`config.mk`:
```
export PLATFORM = sky130hd
export DESIGN_NAME = hello_char_source
export DESIGN_NICKNAME = d
export VERILOG_FILES = /design/src/rtl/hello_pkg.sv /design/src/rtl/sync_edge.sv /design/src/rtl/hello_char_source.sv
export SDC_FILE = /design/constraint.sdc
export NUM_CORES = 1
export LEC_CHECK = 0
export BUFFER_PORTS_ARGS = -buffer_cell sky130_fd_sc_hd__buf_2
export CAP_MARGIN = 20
export CORE_UTILIZATION = 45
export CTS_CLUSTER_SIZE = 12
export DETAILED_ROUTE_END_ITERATION = 8
export MAX_ROUTING_LAYER = met4
export PLACE_DENSITY = 0.61
export SLEW_MARGIN = 20
export SYNTH_ARGS = -nofsm -noshare
export SYNTH_HDL_FRONTEND = slang
export SYNTH_SLANG_ARGS = --single-unit
```
`constraint.sdc`:
```
create_clock -name CLOCK_50 -period 2 [get_ports CLOCK_50]
set_input_delay 0.1 -clock CLOCK_50 [delete_from_list [all_inputs] [get_ports CLOCK_50]]
set_output_delay 0.1 -clock CLOCK_50 [all_outputs]
set_load 0.05 [all_outputs]
```
`src/rtl/hello_pkg.sv`:
```
// ---------------------------------------------------------------------------
// hello_pkg
// Shared types and constants for the scrolling HELLO character source.
//   char_t       3-bit character code driven into the display register chain
//   CH_*         character codes (H, E, L, O, BLANK)
//   src_state_t  states of the character source controller
//   MSG_ROM      the eight-character message, index 0 emitted first
// ---------------------------------------------------------------------------
package hello_pkg;

  typedef logic [2:0] char_t;

  localparam char_t CH_H     = 3'd0;
  localparam char_t CH_E     = 3'd1;
  localparam char_t CH_L     = 3'd2;
  localparam char_t CH_O     = 3'd3;
  localparam char_t CH_BLANK = 3'd7;

  typedef enum logic [1:0] {
    FLUSH  = 2'd0,
    RUN    = 2'd1,
    PAUSED = 2'd2
  } src_state_t;

  localparam char_t MSG_ROM [8] = '{CH_H, CH_E, CH_L, CH_L, CH_O,
                                    CH_BLANK, CH_BLANK, CH_BLANK};

endpackage

```
`src/rtl/sync_edge.sv`:
```
// ---------------------------------------------------------------------------
// sync_edge
// Two-flop synchronizer for an asynchronous input, followed by a registered
// rising-edge detector.
//   CLOCK_50  in   system clock
//   KEY       in   asynchronous active-low reset
//   din       in   asynchronous input (switch or pushbutton)
//   level     out  synchronized level, two cycles behind din
//   pulse     out  one-cycle pulse, three cycles after a rising edge of din
// ---------------------------------------------------------------------------
module sync_edge (
  input  logic CLOCK_50,
  input  logic KEY,
  input  logic din,
  output logic level,
  output logic pulse
);

  logic meta;
  logic sync;
  logic sync_d;

  always_ff @(posedge CLOCK_50 or negedge KEY) begin
    if (!KEY) begin
      meta   <= 1'b0;
      sync   <= 1'b0;
      sync_d <= 1'b0;
      pulse  <= 1'b0;
    end else begin
      meta   <= din;
      sync   <= meta;
      sync_d <= sync;
      pulse  <= sync & ~sync_d;
    end
  end

  assign level = sync;

endmodule

```
`src/rtl/hello_char_source.sv`:
```
// ---------------------------------------------------------------------------
// hello_char_source
// Character source for the scrolling HELLO display. Emits one character code
// per scroll step together with a one-cycle shift-enable that clocks the
// downstream eight-stage register chain as an enable.
//
// After reset the chain is flushed with eight BLANKs, then the message scrolls
// every TICK_DIV cycles while run is high. run low freezes the display; with
// the HELLO_STEP_EN macro defined, each press of step advances one character
// while paused. Without HELLO_STEP_EN the step port is accepted but ignored.
//
// Parameters
//   TICK_DIV   CLOCK_50 cycles per scroll step, 2 .. 2**26
//   MSG_LEN    message length, only 8 is supported
// Ports
//   CLOCK_50   in   system clock
//   KEY        in   asynchronous active-low reset
//   run        in   asynchronous switch, 1 = auto-scroll, 0 = paused
//   step       in   asynchronous pushbutton, active-high single step
//   char_code  out  character code for the first chain stage (reset BLANK)
//   char_valid out  one-cycle shift-enable for the chain (reset 0)
//   msg_pos    out  message index of the next character to emit (reset 0)
// ---------------------------------------------------------------------------
module hello_char_source
  import hello_pkg::*;
#(
  parameter int unsigned TICK_DIV = 25_000_000,
  parameter int unsigned MSG_LEN  = 8
) (
  input  logic       CLOCK_50,
  input  logic       KEY,
  input  logic       run,
  input  logic       step,
  output char_t      char_code,
  output logic       char_valid,
  output logic [2:0] msg_pos
);

  localparam int          CW       = (TICK_DIV > 1) ? $clog2(TICK_DIV) : 1;
  localparam logic [CW-1:0] LAST   = CW'(TICK_DIV - 1);
  localparam logic [2:0]  POS_LAST = 3'(MSG_LEN - 1);

  // ---------------- input conditioning ----------------
  logic run_s;
  logic run_rise_unused;
  logic step_pulse;

  sync_edge u_run_sync (
    .CLOCK_50 (CLOCK_50),
    .KEY      (KEY),
    .din      (run),
    .level    (run_s),
    .pulse    (run_rise_unused)
  );

`ifdef HELLO_STEP_EN
  logic step_level_unused;

  sync_edge u_step_sync (
    .CLOCK_50 (CLOCK_50),
    .KEY      (KEY),
    .din      (step),
    .level    (step_level_unused),
    .pulse    (step_pulse)
  );
`else
  logic step_unused;

  assign step_unused = step;
  assign step_pulse  = 1'b0;
`endif

  // ---------------- controller ----------------
  src_state_t    state;
  src_state_t    state_next;
  logic [2:0]    flush_cnt;
  logic [CW-1:0] count;
  logic          tick;
  logic          emit_blank;
  logic          emit_char;

  // count only moves in RUN, so tick can only fire there
  assign tick = (count == LAST);

  always_ff @(posedge CLOCK_50 or negedge KEY) begin
    if (!KEY) begin
      state <= FLUSH;
    end else begin
      state <= state_next;
    end
  end

  always_comb begin
    state_next = state;
    case (state)
      FLUSH:   if (flush_cnt == 3'd7) state_next = run_s ? RUN : PAUSED;
      RUN:     if (!run_s)            state_next = PAUSED;
      PAUSED:  if (run_s)             state_next = RUN;
      default:                        state_next = FLUSH;
    endcase
  end

  // A tick coinciding with run dropping, and a step pulse coinciding with
  // run returning, are both dropped: the state change wins.
  always_comb begin
    emit_blank = 1'b0;
    emit_char  = 1'b0;
    case (state)
      FLUSH:   emit_blank = 1'b1;
      RUN:     emit_char  = run_s & tick;
      PAUSED:  emit_char  = ~run_s & step_pulse;
      default: ;
    endcase
  end

  // flush counter and scroll prescaler; both sit at 0 outside their state,
  // so re-entering RUN always starts a full TICK_DIV period
  always_ff @(posedge CLOCK_50 or negedge KEY) begin
    if (!KEY) begin
      flush_cnt <= '0;
      count     <= '0;
    end else begin
      flush_cnt <= (state == FLUSH) ? flush_cnt + 3'd1 : 3'd0;
      if (state == RUN && run_s) begin
        count <= tick ? '0 : count + CW'(1);
      end else begin
        count <= '0;
      end
    end
  end

  // registered outputs; char_code holds between emissions
  always_ff @(posedge CLOCK_50 or negedge KEY) begin
    if (!KEY) begin
      char_code  <= CH_BLANK;
      char_valid <= 1'b0;
      msg_pos    <= 3'd0;
    end else begin
      char_valid <= emit_blank | emit_char;
      if (emit_blank) begin
        char_code <= CH_BLANK;
      end else if (emit_char) begin
        char_code <= MSG_ROM[msg_pos];
        msg_pos   <= (msg_pos == POS_LAST) ? 3'd0 : msg_pos + 3'd1;
      end
    end
  end

endmodule

```
# Word level (Yosys, flattened, before mapping)
# Memory sizes are Yosys's and may differ from the RTL's.
# Cells that the tools add are included.
# W data, S select, Z words.
[totals]
reg_bits = 39
romBits = 24
mem_count = 1
[op_classes]
n_addsub = 3
magnitude_cmp = 1
eq_ne = 8
n_mux = 15
n_bitwise = 4
reduce_logical = 5
[memory_table]
columns = ["name", "depth", "width", "rd", "rd_clocked_by_memory_dff", "write_ports", "line_no", "rtl"]
rows = [
  ["(name not given)", 8, 3, 1, 0, 0, "hello_char_source.sv:143", "char_code <= MSG_ROM[msg_pos];"],
]
[ops]
columns = ["cell", "n"]
rows = [
  ["$mux W25", 2],
  ["$add A25 B1 Y25 const B", 1],
  ["$eq A25 B25 Y1 const B", 1],
  ["$mux W3", 6],
  ["$mux W2", 4],
  ["$add A3 B1 Y3 const B", 2],
  ["$eq A3 B3 Y1 const B", 2],
  ["$pmux W2 S3", 1],
  ["$ge A4 B4 Y1 const B", 1],
  ["$ne A2 B2 Y1 const B", 2],
  ["$not A3 Y4", 1],
  ["$reduce_and A3 Y1", 1],
  ["$eq A2 B1 Y1 const B", 1],
  ["$eq A2 B2 Y1 const B", 1],
  ["$logic_not A2 Y1", 1],
  ["$mux W1", 2],
  ["$ne A2 B1 Y1 const B", 1],
  ["$reduce_and A2 Y1", 1],
  ["$reduce_bool A2 Y1", 1],
  ["$and A1 B1 Y1", 1],
  ["$logic_and A1 B1 Y1", 1],
  ["$not A1 Y1", 1],
  ["$or A1 B1 Y1", 1],
]

# Longest topological paths before layout
[depth]
ltp_word = 6
ltp_mapped = 7
ltp_nobuf = 5

# Hierarchy
# Synthesis repeated with hierarchy kept, for this count alone.
[hier_totals]
hier_cells = 195
area_unflattened_um2 = 2011.9
[by_module_without_submodules]
columns = ["mod", "instances", "cells_each", "area_per_inst_um2", "seq_area_each_um2"]
rows = [
  ["hello_char_source", 1, 190, 1898.1, 929.6],
  ["sync_edge", 1, 5, 113.9, 100.1],
]

# Worst setup path after synthesis
# OpenSTA, ideal clock, no wires.
[synth_path]
path_kind = "flip-flop to flip-flop"
from = "reg count[0]"
to = "reg count[10]"
setup_ps = 121
arrival_ps = 1572
slack_ps = 306
path_stages_with_launch = 8
path_buffers = 2
period_less_slack_ps = 1694
cell_sequence = "dfrtp_1 > ha_1 > and4_1 > buf_2 > nand4_1 > o21bai_2 > buf_2 > nor2_1"
[synth_via]
elab_chain_cells = 3
elab_cells_between_ends = 4
cone_classes = "add/sub: 1; eq/ne: 1; mux: 2"
[synth_lines]
columns = ["element", "line_no", "rtl"]
rows = [
  ["start: declaration", "hello_char_source.sv:77", "logic [CW-1:0] count;"],
  ["start signal: assignment", "hello_char_source.sv:125", "count <= tick ? '0 : count + CW'(1);"],
  ["$add A25 B1 Y25 / $eq A25 B25 Y1 (equally long branches)", "hello_char_source.sv:125, hello_char_source.sv:83", ""],
  ["$mux W25 (*)", "hello_char_source.sv:125", ""],
  ["$mux W25 (*)", "hello_char_source.sv:124", "if (state == RUN && run_s) begin"],
]
# Every way passes the cells marked *; elsewhere a longest branch is shown, timed or not.
# A chain may end at the register's enable or synchronous reset.

# Final worst setup path
[layout_path]
from = "reg count[1]"
to = "reg count[15]"
# Same word-level chain as after synthesis.

==> flow_summary.json <==
{
  "outcome": "finished clean",
  "grt_usage_pct": 19.8,
  "num_antenna_cells": 0,
  "tightest_slew_ns": 0.865,
  "dieArea_sq_um": 4660,
  "place_congestion": 0.790,
  "drive_gt1_share_pct": 22.1,
  "ys_async_sr_fraction_pct": 100,
  "grt_start_max_net_pins": 40,
  "io_buffers": 9,
  "min_from": "u_run_sync.meta",
  "synth_seq_area_share_pct": 49.6,
  "final_max_slew_viol_count": 0,
  "coreArea_sq_um": 4120,
  "synth.distinct_cells": 37,
  "hold_viol": 0,
  "tritoncts": "yes",
  "yosysMostFrequentCell": "dfrtp_1",
  "start_util_pct": 48.0,
  "pre_cts_ws_ns": 0.0845,
  "min_path_type": "flop to flop",
  "fin_tns_setup_ns": 0,
  "drt-pass1-iter-count": 4,
  "syn-num-nets": 198,
  "min_path_cells": 0,
  "crit_path_end_kind": "flop",
  "syn_to_final_growth_pct": 12.2,
  "path_class": "flop to flop",
  "ctsRootBufferMaster": "clkbuf_8",
  "rr_startpoint": "count[1]",
  "htree_levels": 2,
  "rows": 23,
  "path_max_fanout": 12,
  "insertion_delay_ns": 0.30,
  "synth_common_cells": "dfrtp_1 (36), nor2_1 (16), a21oi_1 (13)",
  "detail_route.iter0.violations": 78,
  "synthesis.instances": 187,
  "synth_area_leaders": "dfrtp_1 (46%), ha_1 (4.4%), xor2_1 (4.4%)",
  "setup_violations": 0,
  "dp_hpwl_um": 2660,
  "nNetsFinal": 214,
  "drtAntennaViolNets": 0,
  "cp.required_ns": 2.17,
  "r2r_slack_ns": 0.18,
  "fmax_mhz": 548,
  "p_leak_nw": 0.918,
  "viasPerCell": 5.85,
  "ys_ff_latch": 39,
  "finalCriticalPeriod_ns": 1.82,
  "ir_drop_mv": 0.502,
  "yosysTopAreaCell": "dfrtp_1",
  "clockBufferDepth": 2,
  "design_area_sq_um": 2220,
  "finalWorstSetupSlack_ns": 0.175,
  "ff2ff_path_depth": 7,
  "num_vias": 1485,
  "grt-ovfl-total": 0,
  "grt_pass1_vias": 1381,
  "num_io_pins": 11,
  "start_kind": "flop",
  "fp.dieW_um": 68.2,
  "synth_ff_type": "dfrtp_1",
  "post-route-period-util_pct": 91.2,
  "powerDensity_nw_per_um2": 832,
  "hold_path_end": "u_run_sync.level",
  "relSlewSlack_pct": 42.4,
  "antenna_found_initial": 0,
  "synth-edff-count": 0,
  "wl_per_cell_um": 15.2,
  "path_clk_slew_ns": 0.07,
  "syn_area_per_cell_sq_um": 10.6,
  "drt-total-wl_um": 3860,
  "drv_cap": 0,
  "fin_worst_skew_ns": 0.00909,
  "synth_area_sq_um": 1970,
  "yosysTopAreaCellShare_pct": 45.6,
  "timing.rr.end": "count[15]",
  "postPlaceCellArea_sq_um": 2070,
  "rsz0062_at_grt": "false",
  "cts_made_buffers": 5,
  "arrival_ns": 2.00,
  "die_h_um": 68.2,
  "drcViolationCount": 0,
  "grt_pass1_wl_um": 6470,
  "ys_warn_count": 0,
  "clock_sinks": 39
}
-- power by group --
part,switching (W),internal (W)
Clock,0.000283,0.000404
Combinational,0.000159,0.000103
Sequential,0.0000436,0.000851
-- layout by cell type (no fill, tap or decap), types with 3 or more instances in the layout --
cell type,synthesis,routed
a21oi_1,13,13
and2_1,3,3
and4_1,4,3
buf_2,2,9
buf_4,0,5
clkbuf_8,0,6
dfrtp_1,36,36
dfstp_2,3,3
ha_1,7,7
inv_1,7,7
nand2_1,6,5
nand2_2,2,3
nand3_1,11,11
nand4_1,6,6
nor2_1,16,16
nor4_1,4,3
o21ai_0,8,8
o31ai_1,10,10
or4_1,9,9
xor2_1,10,10
-- worst max-delay path, cell delays in order (launching register included) --
cell and delay (ns):
dfrtp_1 0.40, ha_1 0.22, and4_2 0.34, buf_4 0.15
nand4_1 0.12, o21bai_2 0.18, buf_4 0.22, a21oi_1 0.06
-- state kept, by name, summed over array words and instances (netlist names) --
register          count
count                25
char_code             3
u_run_sync.level      1
u_run_sync.meta       1
msg_pos               3
char_valid            1
flush_cnt             3
state                 2
-- final cells by class --
class	instances	area, sq um
flip-flops and latches	39	980
multi-input cells	134	927
inverters	7	26.3
repair buffers	16	103
well taps	50	62.6
clock inverters	2	35.0
clock buffers	6	82.6
fillers	361	1900
-- layer usage --
layer | track usage, % | wire length, um | up-vias
met2 | 30.5 | 1830 | 18
met1 | 24.4 | 1850 | 738
met3 | 6.00 | 122 | 5
met5 | - | 0 | -
li1 | - | - | 724
met4 | 7.29 | 58 | 0
-- what timing repair did --
item / CTS / global route
setup endpoints to repair: 0 / 6
hold buffers: 2 / 0
setup buffers: 0 / 0
endpoints found under the hold margin: 37 / 0
gates resized for setup: 0 / 3
-- through the flow --
stage / std cells / utilization, % / power, W / hold WS, ns
2_1_floorplan: 187 / - / 0.00109 / -0.196
6_report: 254 / 53.8 / 0.00184 / 0.356
3_5_place_dp: 244 / 50.3 / 0.00117 / 0.219
4_1_cts: 254 / 53.6 / 0.00186 / 0.360
5_1_grt: 254 / 53.8 / 0.00193 / 0.361
3_3_place_gp: 244 / 50.3 / 0.00115 / 0.212
-- worst max path at each step --
stage             start           end  slack (ns)
3_3_place_gp   count[1]     count[22]        0.15
5_1_grt        count[1]  char_code[1]        0.05
3_5_place_dp   count[1]     count[14]        0.08
2_1_floorplan  count[0]     count[10]        0.31
6_report       count[1]     count[15]        0.18
4_1_cts        count[1]     count[14]        0.08
-- cell families (layout without fill, tap and decap cells) --
logic type                 count (synthesis)  count (layout)  share of synthesized area [%]
xor gates and xnor gates                  11              11                           4.88
AOI/OAI and AO/OA                         37              37                           11.9
buffers and inverters                     14              31                           3.93
and+or+nand+nor                           79              79                           25.3
adders and majority gates                  7               7                           4.44
DFF                                       39              39                           49.6
Note: power is estimated with default switching activity, not from simulation.
